===== src/rtl/clint_pkg.sv =====
// Shared definitions for the CLINT timer: register offsets, response codes,
// FSM state types and small decode/merge helpers.
package clint_pkg;

  localparam logic [3:0] OFF_MTIME_LO    = 4'h0;
  localparam logic [3:0] OFF_MTIME_HI    = 4'h4;
  localparam logic [3:0] OFF_MTIMECMP_LO = 4'h8;
  localparam logic [3:0] OFF_MTIMECMP_HI = 4'hC;

  localparam logic [1:0] RESP_OKAY   = 2'b00;
  localparam logic [1:0] RESP_SLVERR = 2'b10;

  typedef enum logic [1:0] {
    RD_IDLE,
    RD_WAIT,
    RD_RESP
  } rd_state_e;

  typedef enum logic {
    WR_IDLE,
    WR_RESP
  } wr_state_e;

  // Offset is relative to BASE_ADDR; only the four aligned words of the window decode.
  function automatic logic offsetValid(input logic [31:0] off);
    return (off[31:4] == 28'd0) && (off[1:0] == 2'b00);
  endfunction

  function automatic logic [31:0] mergeBytes(input logic [31:0] oldVal,
                                             input logic [31:0] newVal,
                                             input logic [3:0]  strb);
    logic [31:0] res;
    res = oldVal;
    for (int unsigned i = 0; i < 4; i++) begin
      if (strb[i]) res[8*i +: 8] = newVal[8*i +: 8];
    end
    return res;
  endfunction

endpackage


===== src/rtl/clint_timer_if.sv =====
// Read/write request-response bus of the CLINT timer plus its interrupt line.
interface clint_timer_if;
  logic        io_ar_valid;
  logic        io_ar_ready;
  logic [31:0] io_araddr;
  logic        io_r_valid;
  logic        io_r_ready;
  logic [31:0] io_rdata;
  logic [1:0]  io_rresp;
  logic        io_w_valid;
  logic        io_w_ready;
  logic [31:0] io_waddr;
  logic [31:0] io_wdata;
  logic [3:0]  io_wstrb;
  logic        io_b_valid;
  logic        io_b_ready;
  logic [1:0]  io_bresp;
  logic        io_mtip;

  modport slave (
    input  io_ar_valid, io_araddr, io_r_ready,
    input  io_w_valid, io_waddr, io_wdata, io_wstrb, io_b_ready,
    output io_ar_ready, io_r_valid, io_rdata, io_rresp,
    output io_w_ready, io_b_valid, io_bresp, io_mtip
  );

  modport master (
    output io_ar_valid, io_araddr, io_r_ready,
    output io_w_valid, io_waddr, io_wdata, io_wstrb, io_b_ready,
    input  io_ar_ready, io_r_valid, io_rdata, io_rresp,
    input  io_w_ready, io_b_valid, io_bresp, io_mtip
  );
endinterface


===== src/rtl/clint_lfsr.sv =====
// 16-bit maximal-length Fibonacci LFSR (taps 16,14,13,11), stepping every cycle;
// the low three bits feed the random read latency.
module clint_lfsr (
  input  logic       clock,
  input  logic       reset,
  output logic [2:0] rnd
);
  logic [15:0] state;
  logic        feedback;

  assign feedback = state[15] ^ state[13] ^ state[12] ^ state[10];

  always_ff @(posedge clock or negedge reset) begin
    if (!reset) state <= 16'h0001;
    else        state <= {state[14:0], feedback};
  end

  assign rnd = state[2:0];
endmodule


===== src/rtl/clint_timer.sv =====
// RISC-V style machine timer: prescaled 64-bit mtime, mtimecmp and a registered
// mtip, exposed through a small request/response register bus.
module clint_timer
  import clint_pkg::*;
#(
  parameter logic [31:0] BASE_ADDR   = 32'ha0000048,
  parameter int unsigned PRESCALE    = 1,
  parameter int unsigned DELAY_MODE  = 0,
  parameter int unsigned FIXED_DELAY = 2
) (
  input logic         clock,
  input logic         reset,
  clint_timer_if.slave bus
);
  logic [15:0] prescaleCnt;
  logic        tick;
  logic [63:0] mtime, mtimecmp, mtimeInc, mtimeNext, mtimecmpNext;
  logic        mtip;
  rd_state_e   rdState, rdStateNext;
  wr_state_e   wrState, wrStateNext;
  logic [2:0]  delayCnt, delayCntNext, delayLoad, lfsrBits;
  logic [31:0] rdataQ, rdataNext, rdOff, wrOff, rdWord;
  logic [1:0]  rrespQ, rrespNext, brespQ, brespNext;
  logic        rdValid, wrValid, wFire;

  if (DELAY_MODE == 1) begin : gLfsr
    clint_lfsr uLfsr (.clock(clock), .reset(reset), .rnd(lfsrBits));
  end else begin : gNoLfsr
    assign lfsrBits = '0;
  end

  assign delayLoad = (DELAY_MODE == 1) ? lfsrBits : 3'(FIXED_DELAY);
  assign tick      = (prescaleCnt == 16'(PRESCALE - 1));
  assign rdOff     = bus.io_araddr - BASE_ADDR;
  assign wrOff     = bus.io_waddr - BASE_ADDR;
  assign rdValid   = offsetValid(rdOff);
  assign wrValid   = offsetValid(wrOff);
  assign wFire     = (wrState == WR_IDLE) && bus.io_w_valid;

  always_comb begin
    unique case (rdOff[3:0])
      OFF_MTIME_LO:    rdWord = mtime[31:0];
      OFF_MTIME_HI:    rdWord = mtime[63:32];
      OFF_MTIMECMP_LO: rdWord = mtimecmp[31:0];
      OFF_MTIMECMP_HI: rdWord = mtimecmp[63:32];
      default:         rdWord = '0;
    endcase
  end

  // Write bytes are merged over the already-incremented mtime so a coincident tick is kept.
  always_comb begin
    mtimeInc     = mtime + {63'd0, tick};
    mtimeNext    = mtimeInc;
    mtimecmpNext = mtimecmp;
    if (wFire && wrValid) begin
      unique case (wrOff[3:0])
        OFF_MTIME_LO:    mtimeNext[31:0]     = mergeBytes(mtimeInc[31:0], bus.io_wdata, bus.io_wstrb);
        OFF_MTIME_HI:    mtimeNext[63:32]    = mergeBytes(mtimeInc[63:32], bus.io_wdata, bus.io_wstrb);
        OFF_MTIMECMP_LO: mtimecmpNext[31:0]  = mergeBytes(mtimecmp[31:0], bus.io_wdata, bus.io_wstrb);
        OFF_MTIMECMP_HI: mtimecmpNext[63:32] = mergeBytes(mtimecmp[63:32], bus.io_wdata, bus.io_wstrb);
        default: ;
      endcase
    end
  end

  // A zero delay bypasses WAIT so the response appears one cycle after the handshake.
  always_comb begin
    rdStateNext  = rdState;
    delayCntNext = delayCnt;
    rdataNext    = rdataQ;
    rrespNext    = rrespQ;
    unique case (rdState)
      RD_IDLE: if (bus.io_ar_valid) begin
        rdataNext    = rdValid ? rdWord : '0;
        rrespNext    = rdValid ? RESP_OKAY : RESP_SLVERR;
        delayCntNext = delayLoad;
        rdStateNext  = (delayLoad == 3'd0) ? RD_RESP : RD_WAIT;
      end
      RD_WAIT: begin
        delayCntNext = delayCnt - 3'd1;
        if (delayCnt == 3'd1) rdStateNext = RD_RESP;
      end
      RD_RESP: if (bus.io_r_ready) rdStateNext = RD_IDLE;
      default: rdStateNext = RD_IDLE;
    endcase
  end

  always_comb begin
    wrStateNext = wrState;
    brespNext   = brespQ;
    unique case (wrState)
      WR_IDLE: if (bus.io_w_valid) begin
        wrStateNext = WR_RESP;
        brespNext   = wrValid ? RESP_OKAY : RESP_SLVERR;
      end
      WR_RESP: if (bus.io_b_ready) wrStateNext = WR_IDLE;
      default: wrStateNext = WR_IDLE;
    endcase
  end

  always_ff @(posedge clock or negedge reset) begin
    if (!reset) begin
      prescaleCnt <= '0;
      mtime       <= '0;
      mtimecmp    <= '1;
      mtip        <= 1'b0;
      rdState     <= RD_IDLE;
      wrState     <= WR_IDLE;
      delayCnt    <= '0;
      rdataQ      <= '0;
      rrespQ      <= RESP_OKAY;
      brespQ      <= RESP_OKAY;
    end else begin
      prescaleCnt <= tick ? '0 : prescaleCnt + 16'd1;
      mtime       <= mtimeNext;
      mtimecmp    <= mtimecmpNext;
      mtip        <= (mtime >= mtimecmp);
      rdState     <= rdStateNext;
      wrState     <= wrStateNext;
      delayCnt    <= delayCntNext;
      rdataQ      <= rdataNext;
      rrespQ      <= rrespNext;
      brespQ      <= brespNext;
    end
  end

  assign bus.io_ar_ready = (rdState == RD_IDLE);
  assign bus.io_r_valid  = (rdState == RD_RESP);
  assign bus.io_rdata    = rdataQ;
  assign bus.io_rresp    = rrespQ;
  assign bus.io_w_ready  = (wrState == WR_IDLE);
  assign bus.io_b_valid  = (wrState == WR_RESP);
  assign bus.io_bresp    = brespQ;
  assign bus.io_mtip     = mtip;
endmodule


===== src/flat_wrapper.sv =====
// flat-port wrapper written by rule: the top's interface ports become plain ports
module clint_timer_flat import clint_pkg::*;
#(
  parameter logic [31:0] BASE_ADDR   = 32'ha0000048,
  parameter int unsigned PRESCALE    = 1,
  parameter int unsigned DELAY_MODE  = 0,
  parameter int unsigned FIXED_DELAY = 2
)
  (clock, reset, bus_io_ar_valid, bus_io_araddr, bus_io_r_ready, bus_io_w_valid, bus_io_waddr, bus_io_wdata, bus_io_wstrb, bus_io_b_ready, bus_io_ar_ready, bus_io_r_valid, bus_io_rdata, bus_io_rresp, bus_io_w_ready, bus_io_b_valid, bus_io_bresp, bus_io_mtip);
  clint_timer_if bus_i ();
  input logic clock;
  input logic reset;
  input wire logic [$bits(bus_i.io_ar_valid)-1:0] bus_io_ar_valid;
  input wire logic [$bits(bus_i.io_araddr)-1:0] bus_io_araddr;
  input wire logic [$bits(bus_i.io_r_ready)-1:0] bus_io_r_ready;
  input wire logic [$bits(bus_i.io_w_valid)-1:0] bus_io_w_valid;
  input wire logic [$bits(bus_i.io_waddr)-1:0] bus_io_waddr;
  input wire logic [$bits(bus_i.io_wdata)-1:0] bus_io_wdata;
  input wire logic [$bits(bus_i.io_wstrb)-1:0] bus_io_wstrb;
  input wire logic [$bits(bus_i.io_b_ready)-1:0] bus_io_b_ready;
  output wire logic [$bits(bus_i.io_ar_ready)-1:0] bus_io_ar_ready;
  output wire logic [$bits(bus_i.io_r_valid)-1:0] bus_io_r_valid;
  output wire logic [$bits(bus_i.io_rdata)-1:0] bus_io_rdata;
  output wire logic [$bits(bus_i.io_rresp)-1:0] bus_io_rresp;
  output wire logic [$bits(bus_i.io_w_ready)-1:0] bus_io_w_ready;
  output wire logic [$bits(bus_i.io_b_valid)-1:0] bus_io_b_valid;
  output wire logic [$bits(bus_i.io_bresp)-1:0] bus_io_bresp;
  output wire logic [$bits(bus_i.io_mtip)-1:0] bus_io_mtip;
  assign bus_i.io_ar_valid = bus_io_ar_valid;
  assign bus_i.io_araddr = bus_io_araddr;
  assign bus_i.io_r_ready = bus_io_r_ready;
  assign bus_i.io_w_valid = bus_io_w_valid;
  assign bus_i.io_waddr = bus_io_waddr;
  assign bus_i.io_wdata = bus_io_wdata;
  assign bus_i.io_wstrb = bus_io_wstrb;
  assign bus_i.io_b_ready = bus_io_b_ready;
  assign bus_io_ar_ready = bus_i.io_ar_ready;
  assign bus_io_r_valid = bus_i.io_r_valid;
  assign bus_io_rdata = bus_i.io_rdata;
  assign bus_io_rresp = bus_i.io_rresp;
  assign bus_io_w_ready = bus_i.io_w_ready;
  assign bus_io_b_valid = bus_i.io_b_valid;
  assign bus_io_bresp = bus_i.io_bresp;
  assign bus_io_mtip = bus_i.io_mtip;
  clint_timer #(.BASE_ADDR(BASE_ADDR), .PRESCALE(PRESCALE), .DELAY_MODE(DELAY_MODE), .FIXED_DELAY(FIXED_DELAY)) u_core (.clock(clock), .reset(reset), .bus(bus_i));
endmodule

===== config.mk =====
export PLATFORM = sky130hd
export DESIGN_NAME = clint_timer_flat
export DESIGN_NICKNAME = d
export VERILOG_FILES = /design/src/rtl/clint_pkg.sv /design/src/rtl/clint_timer_if.sv /design/src/rtl/clint_lfsr.sv /design/src/rtl/clint_timer.sv /design/src/flat_wrapper.sv
export SDC_FILE = /design/constraint.sdc
export NUM_CORES = 1
export LEC_CHECK = 0
export ABC_AREA = 1
export BUFFER_PORTS_ARGS = -buffer_cell sky130_fd_sc_hd__buf_2
export CAP_MARGIN = 5
export CORE_ASPECT_RATIO = 0.9
export CORE_MARGIN = 5
export CORE_UTILIZATION = 60
export CTS_BUF_LIST = sky130_fd_sc_hd__clkbuf_8
export DETAILED_ROUTE_END_ITERATION = 8
export PLACE_DENSITY = 0.8
export SKIP_LAST_GASP = 1
export SYNTH_ARGS = -nofsm -noshare
export SYNTH_HDL_FRONTEND = slang
export SYNTH_SLANG_ARGS = --single-unit

===== constraint.sdc =====
create_clock -name clock -period 4.1 [get_ports clock]
set_input_delay 0.615 -clock clock [delete_from_list [all_inputs] [get_ports clock]]
set_output_delay 0.615 -clock clock [all_outputs]
set_load 0.005 [all_outputs]

# Word-level counts from Yosys, hierarchy flattened
# Cells that the tools add are included.
# classes
mux,25
n_bitwise,1
n_eq_ne,12
n_addsub,5
order_cmp,1
reduce_logical,25
# op_table
op,count
32-bit one-hot mux with 4 select lines,1
32-bit two-way mux,3
64-bit by 1-bit adder with 64-bit output,1
64-bit >= comparator,1
64-bit two-way mux,1
8-bit two-way mux,8
"32-bit subtractor, second input constant",2
28-bit logical NOT,2
3-bit AND reduction,9
"16-bit by 1-bit adder with 16-bit output, second input constant",1
"4-bit equality test, second input constant",4
16-bit logical NOT,1
16-bit two-way mux,1
2-bit two-way mux,5
"4-bit by 3-bit equality test with 1-bit output, second input constant",2
4-bit logical NOT,2
2-bit logical NOT,3
2-bit one-hot mux with 3 select lines,1
3-bit one-hot mux with 2 select lines,1
2-bit AND reduction,3
1-bit logical AND,4
"2-bit inequality test, second input constant",2
"3-bit by 1-bit equality test with 1-bit output, second input constant",1
3-bit two-way mux,1
other kinds (8),9
# totals
reg_bits,187
output_inout_bits,41
inputBits,106
wordCells,86

# Logic depth before layout (Yosys ltp)
# Gate-level depths: netlist (run 1).
# depth
depth_word,5
mapped_depth,21
mapped_depth_nobuf,21

# Least setup slack after synthesis (run 1)
# OpenSTA, ideal clock, no wires.
# synth_path
kind,reg-to-reg
startpoint,reg u_core.prescaleCnt[0]
endpoint,reg u_core.mtime[58]
setup_ns,0.117
arrival_time_ns,2.740
synth_period_minus_slack_ns,2.857
n_path_buf,0
stages_incl_launch_ff,21
required_time_ns,3.983
path_slack_ns,1.243
cell_sequence,dfrtp_1 inv_1 ha_1 nand3_1 nor3_1 nand2_1 inv_1 ha_1 ha_1 nand3_1 inv_1 nand2_1 nor2_1 nand2_1 nor2_2 nand4_1 nor2_1 nand3_1 xor2_1 nand2_1 nand2_1
# synth_between
elab_chain_cells,5
# synth_rtl
item,line_no,text
"start, declared",clint_timer.sv:15,logic [15:0] prescaleCnt;
"start signal, assigned",clint_timer.sv:114,prescaleCnt <= tick ? '0 : prescaleCnt + 16'd1;
16-bit logical NOT (*),clint_timer.sv:33,assign tick = (prescaleCnt == 16'(PRESCALE - 1));
64-bit by 1-bit adder with 64-bit output (*),clint_timer.sv:52,"mtimeInc = mtime + {63'd0, tick};"
8-bit two-way mux,clint_pkg.sv:35,if (strb[i]) res[8*i +: 8] = newVal[8*i +: 8];
32-bit two-way mux,clint_timer.sv:56,unique case (wrOff[3:0])
64-bit two-way mux (*),clint_timer.sv:55,if (wFire && wrValid) begin
named net u_core.mtimeNext[58],clint_timer.sv:17,"logic [63:0] mtime, mtimecmp, mtimeInc, mtimeNext, mtimecmpNext;"
"end signal, assigned",clint_timer.sv:115,mtime <= mtimeNext;
"end, declared",clint_timer.sv:17,
# Mark *: on every way through the listed nets, which the timed path passes. The rest lies on a longest branch.
# A chain may end at the register's enable or synchronous reset.

# Worst setup path in the final report (run 1)
# Ends and elaborated chain as after synthesis.

==> results of run 1 <==
[flip-flops by register name, indices dropped and copies added, names as in the netlist]
signal,cells
u_core.bus.io_rresp,1
u_core.bus.io_rdata,32
u_core.bus.io_bresp,1
u_core.mtime,64
u_core.prescaleCnt,16
u_core.delayCnt,3
u_core.mtimecmp,64
u_core.bus.io_b_valid,1
u_core.bus.io_mtip,1
u_core.rdState,2
[cell families (layout without fill, tap and decap cells)]
family | count (synthesis) | after routing | synth area share, %
other | 1 | 2 | 0.02604
DFF | 185 | 185 | 32.70
xor gates and xnor gates | 73 | 73 | 4.440
adders and majority gates | 72 | 72 | 6.256
buffers and inverters | 367 | 521 | 10.81
and+or+nand+nor | 1187 | 1187 | 37.46
AOI/OAI and AO/OA | 216 | 216 | 8.307
[power by group through the flow]
stage | sequential (mW) | combinational [mW] | clock (mW)
2_1_floorplan | 1.90 | 0.271 | 0
3_3_place_gp | 1.90 | 0.487 | 0
3_5_place_dp | 1.90 | 0.508 | 0
4_1_cts | 1.87 | 0.509 | 1.33
5_1_grt | 1.87 | 0.576 | 1.41
6_report | 1.87 | 0.515 | 1.32
[critical path: stages, from the launching register on]
cell and delay [ps]:
dfrtp_1 430, inv_1 70, ha_1 140, nand3_1 70, nor3_1 170, nand2_1 150, inv_1 150, ha_1 200
ha_1 190, nand3_1 180, inv_1 130, nand2_1 100, nor2_1 170, nand2_1 190, nor2_2 240, nand4_1 200
nor2_1 260, nand3_1 140, xor2_1 160, nand2_1 60, nand2_1 50
[final timing paths]
path                                  startpoint                       to  slack, ps  depth (start not counted)
max                        u_core.prescaleCnt[0]         u_core.mtime[58]        550                         20
min                                        reset  u_core.bus.io_rdata[30]        270                          1
max reg2reg                u_core.prescaleCnt[0]         u_core.mtime[58]        550                         20
min reg2reg                   u_core.mtimecmp[4]       u_core.mtimecmp[4]        470                          2
max in group asynchronous                  reset      u_core.mtimecmp[13]       2740                          2
min in group clock                bus_io_b_ready    u_core.bus.io_b_valid        280                          2
[cells in the final DEF, fill, tap and decap left out, types with 9 or more instances in the layout]
cell type    n
a21oi_1     46
buf_2      143
buf_4       25
clkbuf_8    17
dfrtp_1    121
dfstp_2     64
ha_1        72
inv_1      308
nand2_1    609
nand3_1    102
nand3b_1     9
nand4_1    160
nor2_1     204
nor2_2      11
nor2_4       9
nor3_1      36
nor4_1      17
o21ai_0     96
o21ai_1     12
o22ai_1     41
xor2_1      68
[per-layer routing]
| metal | wire, µm | share of wire [%] | GRT usage, % | vias up |
|---|---|---|---|---|
| met3 | 4981 | 10 | 6.796 | 115 |
| met4 | 1117 | 2.3 | 8.549 | 4 |
| met1 | 20910 | 44 | 50.52 | 6987 |
| met5 | 25 | 0.053 | 0 | - |
| met2 | 20570 | 43 | 53.50 | 812 |
| li1 | - | - | - | 7173 |
[area by class of cell]
cell class              count  area [µm²]  share of cell area [%]
clock inverters            15       190.2                   1.201
flip-flops and latches    185        4710                   29.75
well taps                 302       377.9                   2.387
multi-input cells        1550        8138                   51.40
repair buffers            173       994.7                   6.283
clock buffers              17       234.0                   1.478
inverters                 316        1187                   7.500
[stage by stage]
| step | worst slack (ps) | power (mW) | cells |
|---|---|---|---|
| detailed placement | 620.2 | 2.406 | 2526 |
| CTS | 571.8 | 3.701 | 2558 |
| finish | 549.8 | 3.699 | 2558 |
| floorplan | 1243 | 2.167 | 2102 |
| global placement | 785.7 | 2.384 | 2526 |
| global route | 178.4 | 3.859 | 2558 |
==> flow_summary.toml, run 1 <==
[finish]
postLayoutCellArea_um2 = 15830
final_core_util_pct = 67.44
area_growth_pct = 9.940
layout-drive-gt1-share_pct = 14.23
fillers = 2165
final_nets = 2421
antennaDiodeCount = 0

[placement]
placedInstanceArea_um2 = 15410
place_congestion = 0.9871
dp_hpwl_mm = 37.16
io_buffer_count = 144

[setup_path]
cp.arrival_ps = 3950
critPathMaxFanout = 6
start_kind = "flop"
required_ps = 4500
path_class = "flop to flop"
endpoint_kind = "flop"

[sta]
clock.fmax_ghz = 0.2817
slew_headroom_pct = 25.92
hold_viol_final = 0
setup_viol = 0
fin_hold_ws_ps = 270.1
tns_ps = 0
tightest_slew_ps = 1111
fin_crit_sh_pct = 86.59
finClkSkew_ps = 24.68
rsz0062_at_grt = "false"
period_needed_ps = 3550
drv_slew = 0

[logic_synthesis]
ys_async_sr_fraction_pct = 100.0
synth.most_common_cell = "nand2_1"
synth_top_area_share_pct = 21.03
synth_edf_count = 0
ys_warn_count = 0
ys_ff_latch = 185
netlist_area_um2 = 14400
syn-mean-instance-area_um2 = 6.854
ys_top_cells_by_area = "dfrtp_1 21%, nand2_1 16%, dfstp_2 12%"
yosysUniqueCellTypes = 48
synth_top_cell_by_area = "dfrtp_1"
synth_common_cells = "609 x nand2_1, 308 x inv_1, 204 x nor2_1, 160 x nand4_1, 121 x dfrtp_1"
yosysSeqAreaShare_pct = 32.70
syn_inst = 2101
synth-main-ff-cell = "dfrtp_1"

[routing]
ant_nets = 0
vias = 15090
drt_iter0_drc = 1942
firstDrtPassIters = 8
avgViaCountPerCell = 5.900
drt-total-wl_mm = 47.60
drc = 0
wl_per_cell_um = 18.61

[die]
core_area_um2 = 23480
rows = 53
die_area_um2 = 27200
fp.dieH_um = 157.0
io_pins = 147
fp.dieW_um = 173.3
initial_core_util_pct = 61.34

[power]
internal_power_mw = 2.480
p_leak_nw = 7.767
p_sw_mw = 1.219
switching_share_pct = 32.96
seqPwrFrac_pct = 50.5
p_comb_share_pct = 13.9
powerDensity_nw_per_um2 = 233.7
clkPwrFrac_pct = 35.6
peakVddDrop_mv = 0.1935

[clock_tree]
clockBufferDepth = 2
clock-sinks = 185
root_buffer = "clkbuf_8"
htreeDepth = 4
cts_resized = 0
postCtsHoldBufs = 0
post-cts-setup-buffer-count = 0
cts_tree = "built"
clkTransAtPathRegs_ps = 120
cts_buffers = 17
clock_latency_ps = 500

[global_routing]
antenna_found_initial = 3
grt_max_degree = 116
grt_pass1_vias = 13930
grt_remaining_overflow = 0
grt_first_pass_wirelength_mm = 75.22
track_usage_pct = 34.62

[outcome]
status = "finished, final reports clean"

[run]
cap_violations = 0

[min_path]
hp-class = "primary input to asynchronous set/reset pin"
(Power assumes the default switching activity.)
==> run 2: changes to the inputs <==
- PLACE_DENSITY: 0.8 -> 0.9
- SETUP_SLACK_MARGIN: unset -> 0.05
==> run 2 against run 1 <==
  * Power rose by 1.7%
  * Die area did not move
  * Non-clock buffer count fell by 9
  * Largest cell class unchanged
  * First-iteration DRC count fell by 3.5%
  * Sequential power barely moved
  * Largest power group unchanged
  * Sequential share of layout area rose by 0.075 points
  * Cell area fell by 0.25%
==> flow_summary.toml, run 2 (synthesis gave the netlist of run 1 again) <==
[finish]
final_core_util_pct = 67.27
final_nets = 2412
final_common_cell = "nand2_1"
area_growth_pct = 9.662
layout-drive-gt1-share_pct = 13.89
final_cell_mix = "609 x nand2_1, 308 x inv_1, 204 x nor2_1"
antennaDiodeCount = 0

[global_routing]
grtUsageMet1_pct = 48.56
gr-usage-met3_pct = 9.942
grt_use_met2_pct = 53.71
track_usage_pct = 35.21
grt_first_pass_wirelength_mm = 76.92
grt.busiest_layer = "met2"
grt_max_degree = 69
grt_remaining_overflow = 0
antenna_found_initial = 4
grt_pass1_vias = 14550

[power]
powerDensity_nw_per_um2 = 238.1
p_total_mw = 3.760
peakVddDrop_mv = 0.2145
p_leak_nw = 7.733

[die]
die_area_um2 = 27200
rows = 53
fp.dieH_um = 157.0
io_pins = 147
core_area_um2 = 23480
initial_core_util_pct = 61.34
fp.dieW_um = 173.3

[setup_path]
r2r-start = "u_core.prescaleCnt[0]"
required_ps = 4480
cp.arrival_ps = 3970
path_class = "flop to flop"
endpoint_kind = "flop"
cp-startpoint = "u_core.prescaleCnt[0]"
critPathMaxFanout = 6
start_kind = "flop"

[routing]
wl_per_cell_um = 19.11
drc = 0
firstDrtPassIters = 6
ant_nets = 0
vias = 15450
drt_iter0_drc = 1874
avgViaCountPerCell = 6.062
drt-total-wl_mm = 48.71

[sta]
period_needed_ps = 3587
fin_hold_ws_ps = 103.7
setup_viol = 0
fin_ws_ps = 513.5
tns_ps = 0
hold_viol_final = 0
finClkSkew_ps = 20.57
slew_headroom_pct = 24.92
rsz0062_at_grt = "false"
clock.fmax_ghz = 0.2788
fin_crit_sh_pct = 87.48
tightest_slew_ps = 1125
drv_slew = 0

[clock_tree]
cts_tree = "built"
root_buffer = "clkbuf_8"
clock_latency_ps = 500
post-cts-setup-buffer-count = 0
cts_buffers = 17
clockBufferDepth = 2
postCtsHoldBufs = 0
htreeDepth = 4
clock-sinks = 185
cts_resized = 0
clkTransAtPathRegs_ps = 130

[min_path]
hp-class = "primary input to asynchronous set/reset pin"

[placement]
io_buffer_count = 144
place_ws_ps = 554.9
place_congestion = 1.063
dp_hpwl_mm = 37.93

[run]
cap_violations = 0

[outcome]
status = "finished, final reports clean"
## run 2: critical path: stages, from the launching register on
cell and delay, ps:
dfrtp_1 430, inv_1 70, ha_1 140, nand3_1 70, nor3_1 160, nand2_1 150
inv_1 160, ha_1 220, ha_1 200, nand3_1 170, inv_1 120, nand2_1 90
nor2_1 160, nand2_1 180, nor2_2 240, nand4_1 180, nor2_1 280, nand3_1 150
xor2_1 170, nand2_1 70, nand2_1 50
## run 2: path summary, 6_finish.rpt
check	endpoint	slack (ps)	cells past startpoint
worst max register to register	u_core.mtime[58]	510	20
max in group asynchronous	u_core.bus.io_rdata[11]	2920	2
min in group clock	u_core.bus.io_b_valid	300	2
worst min register to register	u_core.mtimecmp[49]	470	2
worst max-delay path	u_core.mtime[58]	510	20
worst min-delay path	u_core.mtime[15]	100	1
## run 2: stage by stage
stage | area (µm²) | std cells
after floorplan | 14400 | 2102
after global placement | 15340 | 2517
after detailed placement | 15340 | 2517
after CTS | 15790 | 2549
after global routing | 15790 | 2549
final | 15790 | 2549
## run 2: final cells by class
class	instances	area, µm²
Fill cell	2100	7684
Multi-Input combinational cell	1550	8138
Timing Repair Buffer	164	927.1
Inverter	316	1187
Clock buffer	17	234.0
Sequential cell	185	4710
Tap cell	302	377.9
Clock inverter	15	217.7
## run 2: routing by layer
metal  wire length (µm)  vias to the layer above
li1                   -                     7153
met1              20110                     7180
met2              20840                      955
met3               5973                      157
met4               1743                        8
met5                 42                        -
## run 2: report_power, final
group / switching [mW] / total, mW / internal, mW
registers: 0.0145 / 1.87 / 1.85
clock network: 0.888 / 1.39 / 0.499
logic: 0.363 / 0.506 / 0.143
